[src/rtl/dmem_lsu_pkg.sv]
// Shared constants, state encoding and address/funct3 helpers for the data-memory load/store unit.
package dmem_lsu_pkg;

   localparam int NUM_LANES = 4;

   localparam logic [2:0] F3_LB  = 3'b000;
   localparam logic [2:0] F3_LH  = 3'b001;
   localparam logic [2:0] F3_LW  = 3'b010;
   localparam logic [2:0] F3_LBU = 3'b100;
   localparam logic [2:0] F3_LHU = 3'b101;
   localparam logic [2:0] F3_SB  = 3'b000;
   localparam logic [2:0] F3_SH  = 3'b001;
   localparam logic [2:0] F3_SW  = 3'b010;

   localparam logic [1:0] SZ_B = 2'b00;
   localparam logic [1:0] SZ_H = 2'b01;

   typedef enum logic [1:0] {ST_IDLE, ST_ACCESS, ST_RESP, ST_ERR} state_t;

   // Load-side context kept from acceptance until the read word returns.
   typedef struct packed {
      logic [2:0] funct3;
      logic [1:0] lo;
   } ld_ctl_t;

   function automatic logic [3:0] be_for(input logic [1:0] size, input logic [1:0] a);
      case (size)
         SZ_B:    return 4'b0001 << a;
         SZ_H:    return a[1] ? 4'b1100 : 4'b0011;
         default: return 4'b1111;
      endcase
   endfunction

   function automatic logic f3_illegal(input logic write, input logic [2:0] f3);
      if (write) return f3 >= 3'b011;
      return (f3 == 3'b011) || (f3 == 3'b110) || (f3 == 3'b111);
   endfunction

   // Natural alignment of the byte offset for the access size.
   function automatic logic [1:0] align_lo(input logic [1:0] size, input logic [1:0] a);
      case (size)
         SZ_B:    return a;
         SZ_H:    return {a[1], 1'b0};
         default: return 2'b00;
      endcase
   endfunction

   function automatic logic misaligned(input logic [1:0] size, input logic [1:0] a);
      return align_lo(size, a) != a;
   endfunction

endpackage

[src/rtl/dmem_lsu_align.sv]
// Combinational datapath: store byte enables and lane replication, load lane select and extension.
module dmem_lsu_align
   import dmem_lsu_pkg::*;
(
   input  logic [1:0]  st_size,
   input  logic [1:0]  st_lo,
   input  logic [31:0] st_data,
   output logic [3:0]  st_be,
   output logic [31:0] st_lanes,
   input  logic [2:0]  ld_funct3,
   input  logic [1:0]  ld_lo,
   input  logic [31:0] ld_word,
   output logic [31:0] ld_data
);

   logic [NUM_LANES-1:0][7:0] src, dst, rd;
   logic [7:0]  b;
   logic [15:0] h;

   assign src      = st_data;
   assign st_be    = be_for(st_size, st_lo);
   assign st_lanes = dst;

   // Byte stores feed lane 0 everywhere, halfword stores repeat the low half.
   for (genvar i = 0; i < NUM_LANES; i++) begin : g_lane
      assign dst[i] = (st_size == SZ_B) ? src[0] :
                      (st_size == SZ_H) ? src[i % 2] : src[i];
   end

   assign rd = ld_word;
   assign b  = rd[ld_lo];
   assign h  = ld_lo[1] ? {rd[3], rd[2]} : {rd[1], rd[0]};

   always_comb begin
      ld_data = ld_word;
      case (ld_funct3)
         F3_LB:   ld_data = {{24{b[7]}}, b};
         F3_LBU:  ld_data = {24'b0, b};
         F3_LH:   ld_data = {{16{h[15]}}, h};
         F3_LHU:  ld_data = {16'b0, h};
         default: ld_data = ld_word;
      endcase
   end

endmodule

[src/rtl/dmem_lsu.sv]
// Load/store unit: request FSM and registered SRAM/response interface.
// Define DMEM_LSU_MISALIGN_TRAP_EN to reject misaligned half/word accesses instead of aligning them.
module dmem_lsu
   import dmem_lsu_pkg::*;
#(
   parameter int MEM_AW = 10
) (
   input  logic              clk,
   input  logic              rst_n,
   input  logic              req_valid,
   output logic              req_ready,
   input  logic              req_write,
   input  logic [31:0]       req_addr,
   input  logic [31:0]       req_wdata,
   input  logic [2:0]        req_funct3,
   output logic              resp_valid,
   output logic [31:0]       resp_rdata,
   output logic              resp_err,
   output logic              mem_en,
   output logic              mem_we,
   output logic [3:0]        mem_be,
   output logic [MEM_AW-1:0] mem_addr,
   output logic [31:0]       mem_wdata,
   input  logic [31:0]       mem_rdata,
   input  logic              mem_ready
);

   state_t      state;
   ld_ctl_t     ld_ctl;
   logic [1:0]  req_size, req_lo;
   logic        req_bad;
   logic [3:0]  st_be;
   logic [31:0] st_lanes, ld_data;
   logic        unused_addr;

   assign req_size    = req_funct3[1:0];
   assign req_lo      = align_lo(req_size, req_addr[1:0]);
   assign unused_addr = ^req_addr[31:MEM_AW+2];

`ifdef DMEM_LSU_MISALIGN_TRAP_EN
   assign req_bad = f3_illegal(req_write, req_funct3) | misaligned(req_size, req_addr[1:0]);
`else
   assign req_bad = f3_illegal(req_write, req_funct3);
`endif

   dmem_lsu_align u_align (
      .st_size   (req_size),
      .st_lo     (req_lo),
      .st_data   (req_wdata),
      .st_be     (st_be),
      .st_lanes  (st_lanes),
      .ld_funct3 (ld_ctl.funct3),
      .ld_lo     (ld_ctl.lo),
      .ld_word   (mem_rdata),
      .ld_data   (ld_data)
   );

   // Memory-side outputs are loaded at acceptance and held until mem_ready.
   always_ff @(posedge clk) begin
      if (!rst_n) begin
         state      <= ST_IDLE;
         ld_ctl     <= '0;
         req_ready  <= 1'b1;
         resp_valid <= 1'b0;
         resp_err   <= 1'b0;
         resp_rdata <= '0;
         mem_en     <= 1'b0;
         mem_we     <= 1'b0;
         mem_be     <= '0;
         mem_addr   <= '0;
         mem_wdata  <= '0;
      end else begin
         case (state)
            ST_IDLE: begin
               if (req_valid) begin
                  req_ready <= 1'b0;
                  ld_ctl    <= '{funct3: req_funct3, lo: req_lo};
                  if (req_bad) begin
                     state      <= ST_ERR;
                     resp_valid <= 1'b1;
                     resp_err   <= 1'b1;
                     resp_rdata <= '0;
                  end else begin
                     state     <= ST_ACCESS;
                     mem_en    <= 1'b1;
                     mem_we    <= req_write;
                     mem_be    <= st_be;
                     mem_addr  <= req_addr[MEM_AW+1:2];
                     mem_wdata <= st_lanes;
                  end
               end
            end
            ST_ACCESS: begin
               if (mem_ready) begin
                  state      <= ST_RESP;
                  mem_en     <= 1'b0;
                  mem_we     <= 1'b0;
                  resp_valid <= 1'b1;
                  resp_err   <= 1'b0;
                  resp_rdata <= mem_we ? '0 : ld_data;
               end
            end
            ST_RESP, ST_ERR: begin
               state      <= ST_IDLE;
               req_ready  <= 1'b1;
               resp_valid <= 1'b0;
               resp_err   <= 1'b0;
               resp_rdata <= '0;
            end
            default: state <= ST_IDLE;
         endcase
      end
   end

endmodule

[config.mk]
export PLATFORM = sky130hd
export DESIGN_NAME = dmem_lsu
export DESIGN_NICKNAME = d
export VERILOG_FILES = /design/src/rtl/dmem_lsu_pkg.sv /design/src/rtl/dmem_lsu_align.sv /design/src/rtl/dmem_lsu.sv
export SDC_FILE = /design/constraint.sdc
export NUM_CORES = 1
export LEC_CHECK = 0
export BUFFER_PORTS_ARGS = -buffer_cell sky130_fd_sc_hd__buf_2
export CORE_MARGIN = 3
export CORE_UTILIZATION = 50
export CTS_CLUSTER_DIAMETER = 50
export DETAILED_ROUTE_END_ITERATION = 10
export PLACE_DENSITY = 0.85
export SETUP_SLACK_MARGIN = 0.02
export SKIP_CTS_REPAIR_TIMING = 1
export SLEW_MARGIN = 20
export SYNTH_ARGS = -nofsm -noshare
export SYNTH_HDL_FRONTEND = slang
export SYNTH_HIERARCHICAL = 1
export SYNTH_SLANG_ARGS = --single-unit
[constraint.sdc]
create_clock -name clk -period 1.9 [get_ports clk]
set_input_delay 0.38 -clock clk [delete_from_list [all_inputs] [get_ports clk]]
set_output_delay 0.38 -clock clk [all_outputs]
set_load 0.01 [all_outputs]
==> impl_table.tex, run 1 <==
\begin{tabular}{lr}
\hline
Metric & Value \\
\hline
\multicolumn{2}{l}{\textbf{Clock network}} \\
TritonCTS sink count & 90 \\
Max clock buf depth & 2 \\
Clock Latency Late Sink & 350 ps \\
Clock tree from TritonCTS & built \\
Root Driver & clkbuf\_8 \\
Clock slew seen by the registers of the worst setup and hold paths & 90 ps \\
CTS H-tree depth & 3 \\
Number of buffers added by the clock tree synthesis step & 9 \\
\multicolumn{2}{l}{\textbf{Synth}} \\
Largest cells by area after synthesis & dfxtp\_1 36\%, mux2i\_1 18\%, nand2\_1 15\%, mux2\_2 4.5\%, o211ai\_1 2.8\% \\
Number of distinct library cell variants in the gate-level netlist after synthesis & 49 \\
Cell taking the most area after synthesis & dfxtp\_1 \\
Fraction of the yosys area taken by sequential cells & 0.3589 \\
Post-synthesis cell count & 583 \\
Warnings from Yosys & 6 \\
Most instantiated library cell after synthesis & nand2\_1 \\
Share of Yosys cell area claimed by the top area cell type & 0.3589 \\
Number of enable-type register cells in the synthesized netlist & 0 \\
Proportion of synthesized flip-flops having asynchronous set or reset & 0 \\
Synthesized netlist net count & 687 \\
Number of synthesized register bits & 90 \\
Most frequently used flop master after synthesis & dfxtp\_1 \\
Total standard cell area after synthesis & 0.005020 sq mm \\
Most frequent cells after synthesis & 196 x nand2\_1, 90 x dfxtp\_1, 90 x mux2i\_1, 20 x mux2\_2 \\
Mean post-synth cell area & 8.610 sq um \\
\multicolumn{2}{l}{\textbf{STA}} \\
Clock tree skew after final layout & 10.14 ps \\
Final Slew Violations & 0 \\
Final setup violation count & 0 \\
Fin Setup TNS & 0 ps \\
Final worst-path cycle share & 0.8710 \\
Unrepaired setup endpoints after global routing & false \\
Clock period minus worst slack & 1655 ps \\
Number of hold violations in the final report & 0 \\
Slew at the pin closest to its max-slew limit & 541.6 ps \\
Peak Freq & 0.6043 GHz \\
Final setup margin & 245.1 ps \\
Relative max-transition margin & 0.6390 \\
\multicolumn{2}{l}{\textbf{Die}} \\
IO Count & 187 \\
Area enclosed by the die boundary & 0.01128 sq mm \\
Die height & 106.2 um \\
Placement row count & 35 \\
Die outline width & 106.2 um \\
Starting Density & 0.5282 \\
Area of the core & 0.009503 sq mm \\
\multicolumn{2}{l}{\textbf{Worst setup path}} \\
Critical path class & register to register \\
Max stage delay on crit path & 610 ps \\
Setup crit start kind & register \\
Kind of end point of the critical path & register \\
Crit path DAT & 1890 ps \\
Worst-path fanout max & 25 \\
Slowest cell on the critical path & dfxtp\_1 \\
Number of buffer and inverter instances along the worst setup path & 0 \\
Critical Path, Cell by Cell & or2\_2 -> o211ai\_1 -> nand2\_1 -> mux2i\_1 \\
Critical Path RT & 2130 ps \\
Cell family with the largest share of critical-path delay & simple AND/OR/NAND/NOR gates \\
\multicolumn{2}{l}{\textbf{Global route}} \\
Wire length of the first global-routing pass & 21580 um \\
Number of global-route vias before repair & 4508 \\
Number of antenna violations at the first check in global routing & 0 \\
Overflow after GRT & 0 \\
Overall global routing resource usage & 0.2337 \\
Pin count of the biggest net entering global routing & 86 \\
\multicolumn{2}{l}{\textbf{Cells and area}} \\
Layout-stage area growth over the synthesis result & 20.39\% \\
Layout Cells excl Fill & 852 \\
Total non-filler cell area in the finished layout & 0.006043 sq mm \\
Layout cells sized above 1 & 0.3264 \\
Number of inserted diodes & 0 \\
Number of nets in the finished design & 822 \\
\multicolumn{2}{l}{\textbf{Power and ir drop}} \\
Power consumption & 4.571 mW \\
Power density of the placed cells & 756.3 mW/mm\^{}2 \\
Reported leakage power & 2.934 nW \\
Largest voltage drop on the vdd net & 501.7 uV \\
\multicolumn{2}{l}{\textbf{Detailed routing}} \\
Number of vias per cell after detailed routing & 5.457 \\
Final ANT Viol Nets & 0 \\
Post-route DRC violation count & 0 \\
Average routed wire per standard cell & 15.64 um \\
Violation count after the first detailed-route iteration & 262 \\
First-pass iteration count of the detailed router & 5 \\
Via count of the routed design & 4649 \\
Drt total wl & 13320 um \\
\multicolumn{2}{l}{\textbf{Placement}} \\
Post-DP Area & 0.005811 sq mm \\
Pre-CTS WS & 224.8 ps \\
Count of port buffers added during placement & 166 \\
HPWL after DPL & 9938 um \\
Post-placement cell count & 836 \\
Gpl congestion & 0.9631 \\
\multicolumn{2}{l}{\textbf{Flow run}} \\
Number of violations of the max-capacitance limit & 0 \\
\multicolumn{2}{l}{\textbf{Worst hold path}} \\
Path class of the lowest-slack min-delay path & input pin to register \\
\multicolumn{2}{l}{\textbf{Run status}} \\
Run status & complete, no violations \\
\hline
\end{tabular}
-- area by class of cell --
| class | count | area, sq um |
|---|---|---|
| flip-flops and latches | 90 | 1802 |
| clock inverters | 6 | 95.09 |
| multi-input cells | 429 | 2829 |
| well taps | 129 | 161.4 |
| fillers | 844 | 3460 |
| inverters | 8 | 30.03 |
| clock buffers | 10 | 137.6 |
| repair buffers | 180 | 988.4 |
-- metrics by stage --
| step | utilization | hold WS (ps) |
|---|---|---|
| after CTS | 0.6359 | 237.2 |
| after global routing | 0.6359 | 252.1 |
| after global placement | 0.6115 | 430.1 |
| after detailed placement | 0.6115 | 449.1 |
| final | 0.6359 | 260.4 |
| after floorplan | - | 453.9 |
-- placed cells by master, fill, tap and decap left out, drive strengths merged, types with 2 or more instances in the layout --
cell type | netlist | layout
a22oi | 9 | 9
clkinv | 0 | 2
mux2 | 23 | 23
nor2 | 6 | 6
buf | 37 | 180
nand2b | 5 | 5
o221ai | 9 | 9
a21o | 7 | 7
bufinv | 0 | 2
o21bai | 2 | 2
dfxtp | 90 | 90
nand2 | 196 | 196
o211ai | 19 | 19
nor2b | 4 | 4
nand3 | 10 | 10
clkbuf | 19 | 10
a21oi | 8 | 8
a21boi | 6 | 6
o21ai | 19 | 19
inv | 8 | 10
o31ai | 2 | 2
nor3b | 2 | 2
mux2i | 90 | 90
-- kinds of logic after synthesis --
group	synth area share
AOI/OAI and AO/OA	0.1329
buffers and inverters	0.08275
DFF	0.3589
muxes	0.2326
and+or+nand+nor	0.1929
-- sequential cells by signal, indices dropped and copies added (netlist names) --
name,cells
resp_rdata,32
resp_err,1
mem_be,4
state,2
mem_we,1
mem_wdata,32
mem_en,1
mem_addr,10
ld_ctl,5
req_ready,1
resp_valid,1
-- worst register-to-register path: cells and delay by family (launching register included) --
family,cells,cell delay [ps]
and+or+nand+nor,2,650
DFF,1,610
muxes,1,80
AOI/OAI and AO/OA,1,210
-- metal layers --
metal | global-route usage | vias up | share of wire
li1 | - | 2250 | -
met1 | 0.2778 | 2156 | 0.41
met2 | 0.3973 | 217 | 0.48
met3 | 0.07225 | 26 | 0.094
met4 | 0.08233 | 0 | 0.020
met5 | 0 | - | 0
-- path summary, 6_finish.rpt --
| path | start | to | slack, ps | depth (start not counted) |
|---|---|---|---|---|
| worst max-delay path | ld_ctl[3] | resp_rdata[25] | 250 | 4 |
| worst min-delay path | req_addr[2] | mem_addr[0] | 260 | 3 |
| worst max register to register | ld_ctl[3] | resp_rdata[25] | 250 | 4 |
| worst min register to register | resp_rdata[26] | resp_rdata[26] | 460 | 2 |
-- power breakdown --
group / switching [mW] / internal (mW)
registers: 0.0679 / 1.99
logic: 0.551 / 0.453
clock network: 0.722 / 0.792
total: 1.34 / 3.23
Power figures use the tool's default switching activity.
==> inputs of run 2 (changes only) <==
--- a/config.mk
+++ b/config.mk
@@ -11,6 +11,7 @@
 export CTS_CLUSTER_DIAMETER = 50
 export DETAILED_ROUTE_END_ITERATION = 10
 export PLACE_DENSITY = 0.85
+export RECOVER_POWER = 100
 export SETUP_SLACK_MARGIN = 0.02
 export SKIP_CTS_REPAIR_TIMING = 1
 export SLEW_MARGIN = 20
==> impl_table.tex, run 2 (synthesized netlist as in run 1, its figures left out) <==
\begin{tabular}{lr}
\hline
Metric & Value \\
\hline
\multicolumn{2}{l}{\textbf{Run status}} \\
Run status & complete, no violations \\
\multicolumn{2}{l}{\textbf{Clock network}} \\
Number of buffers added by the clock tree synthesis step & 9 \\
Clock Latency Late Sink & 350 ps \\
Root Driver & clkbuf\_8 \\
Max clock buf depth & 2 \\
Clock tree from TritonCTS & built \\
TritonCTS sink count & 90 \\
CTS H-tree depth & 3 \\
Clock slew seen by the registers of the worst setup and hold paths & 90 ps \\
\multicolumn{2}{l}{\textbf{Worst hold path}} \\
Path class of the lowest-slack min-delay path & input pin to register \\
\multicolumn{2}{l}{\textbf{Cells and area}} \\
Layout Cells excl Fill & 852 \\
Largest registers & mem\_wdata x32, resp\_rdata x32, mem\_addr x10 \\
Layout cells sized above 1 & 0.2075 \\
Leading cell types in the layout, fill and taps excluded & 196 x nand2\_1, 90 x mux2i\_1, 90 x dfxtp\_1, 83 x clkbuf\_1, 82 x buf\_2 \\
Number of nets in the finished design & 822 \\
Utilization after layout & 0.6207 \\
Total non-filler cell area in the finished layout & 0.005898 sq mm \\
Most frequent standard cell in the layout excluding fill and tap cells & nand2\_1 \\
Number of inserted diodes & 0 \\
Layout-stage area growth over the synthesis result & 17.50\% \\
\multicolumn{2}{l}{\textbf{Worst setup path}} \\
Slowest cell on the critical path & dfxtp\_1 \\
Max stage delay on crit path & 610 ps \\
Setup crit start kind & register \\
Kind of end point of the critical path & register \\
Critical Path, Cell by Cell & nor3b\_4 -> o21ai\_4 -> buf\_6 -> mux2i\_1 \\
Critical path class & register to register \\
Worst-path fanout max & 47 \\
Critical Path RT & 2180 ps \\
Crit path DAT & 1970 ps \\
\multicolumn{2}{l}{\textbf{Flow run}} \\
Number of violations of the max-capacitance limit & 0 \\
\multicolumn{2}{l}{\textbf{STA}} \\
Relative max-transition margin & 0.6226 \\
Unrepaired setup endpoints after global routing & false \\
Final setup margin & 201.9 ps \\
Clock period minus worst slack & 1698 ps \\
Slew at the pin closest to its max-slew limit & 566.1 ps \\
Clock tree skew after final layout & 7.050 ps \\
Final worst-path cycle share & 0.8937 \\
Final Slew Violations & 0 \\
Number of hold violations in the final report & 0 \\
Fin Setup TNS & 0 ps \\
Final setup violation count & 0 \\
Worst hold slack & 260.6 ps \\
Peak Freq & 0.5889 GHz \\
\multicolumn{2}{l}{\textbf{Detailed routing}} \\
Via count of the routed design & 4601 \\
DR WL met3 & 1181 um \\
Met1 wire length & 5668 um \\
Post-route DRC violation count & 0 \\
Drt total wl & 13420 um \\
Top Layer Used & met4 \\
Average routed wire per standard cell & 15.76 um \\
Final ANT Viol Nets & 0 \\
Violation count after the first detailed-route iteration & 280 \\
Amount of wire on met2 after detailed routing & 6323 um \\
First-pass iteration count of the detailed router & 5 \\
Number of vias per cell after detailed routing & 5.400 \\
\multicolumn{2}{l}{\textbf{Die}} \\
Die outline width & 106.2 um \\
Placement row count & 35 \\
Starting Density & 0.5282 \\
IO Count & 187 \\
Die height & 106.2 um \\
Area of the core & 0.009503 sq mm \\
Area enclosed by the die boundary & 0.01128 sq mm \\
\multicolumn{2}{l}{\textbf{Global route}} \\
Number of global-route vias before repair & 4508 \\
Pin count of the biggest net entering global routing & 86 \\
Overall global routing resource usage & 0.2337 \\
Number of antenna violations at the first check in global routing & 0 \\
Overflow after GRT & 0 \\
Wire length of the first global-routing pass & 21580 um \\
\multicolumn{2}{l}{\textbf{Power and ir drop}} \\
Reported leakage power & 2.575 nW \\
Power consumption & 4.538 mW \\
Power density of the placed cells & 769.3 mW/mm\^{}2 \\
Largest voltage drop on the vdd net & 501.1 uV \\
\multicolumn{2}{l}{\textbf{Placement}} \\
Count of port buffers added during placement & 166 \\
Post-placement cell count & 836 \\
Gpl congestion & 0.9631 \\
HPWL after DPL & 9938 um \\
Post-DP Area & 0.005811 sq mm \\
Pre-CTS WS & 224.8 ps \\
\hline
\end{tabular}
==> run 2: worst paths after layout <==
kind	from	endpoint	slack, ps	depth (start not counted)
worst min-delay path	req_addr[2]	mem_addr[0]	260	3
worst max-delay path	state[1]	mem_wdata[14]	200	4
worst min register to register	resp_rdata[26]	resp_rdata[26]	460	2
worst max register to register	state[1]	mem_wdata[14]	200	4
==> run 2: metal layers <==
metal,up-vias,global-route usage
met3,23,0.07225
met5,-,0
li1,2247,-
met1,2147,0.2778
met4,0,0.08233
met2,184,0.3973
==> run 2: final cells by class <==
cell class	instances	area [sq um]
clock buffer	10	137.6
clock inverter	6	95.09
fill	902	3605
inverter	8	30.03
multi-input combinational	429	2799
sequential	90	1802
tap	129	161.4
timing repair buffer	180	873.3
==> run 2: critical path, delay by kind of cell, from the launching register on <==
family	cells	cell delay, ps
DFF	1	610
buffers and inverters	1	450
muxes	1	290
and+or+nand+nor	1	130
AOI/OAI and AO/OA	1	80
==> run 2: where the power goes <==
part / switching [mW] / internal, mW / total (mW) / leakage [nW]
Combinational: 0.544 / 0.419 / 0.963 / 1.73
Sequential: 0.0703 / 1.99 / 2.06 / 0.732
Clock: 0.727 / 0.792 / 1.52 / 0.117
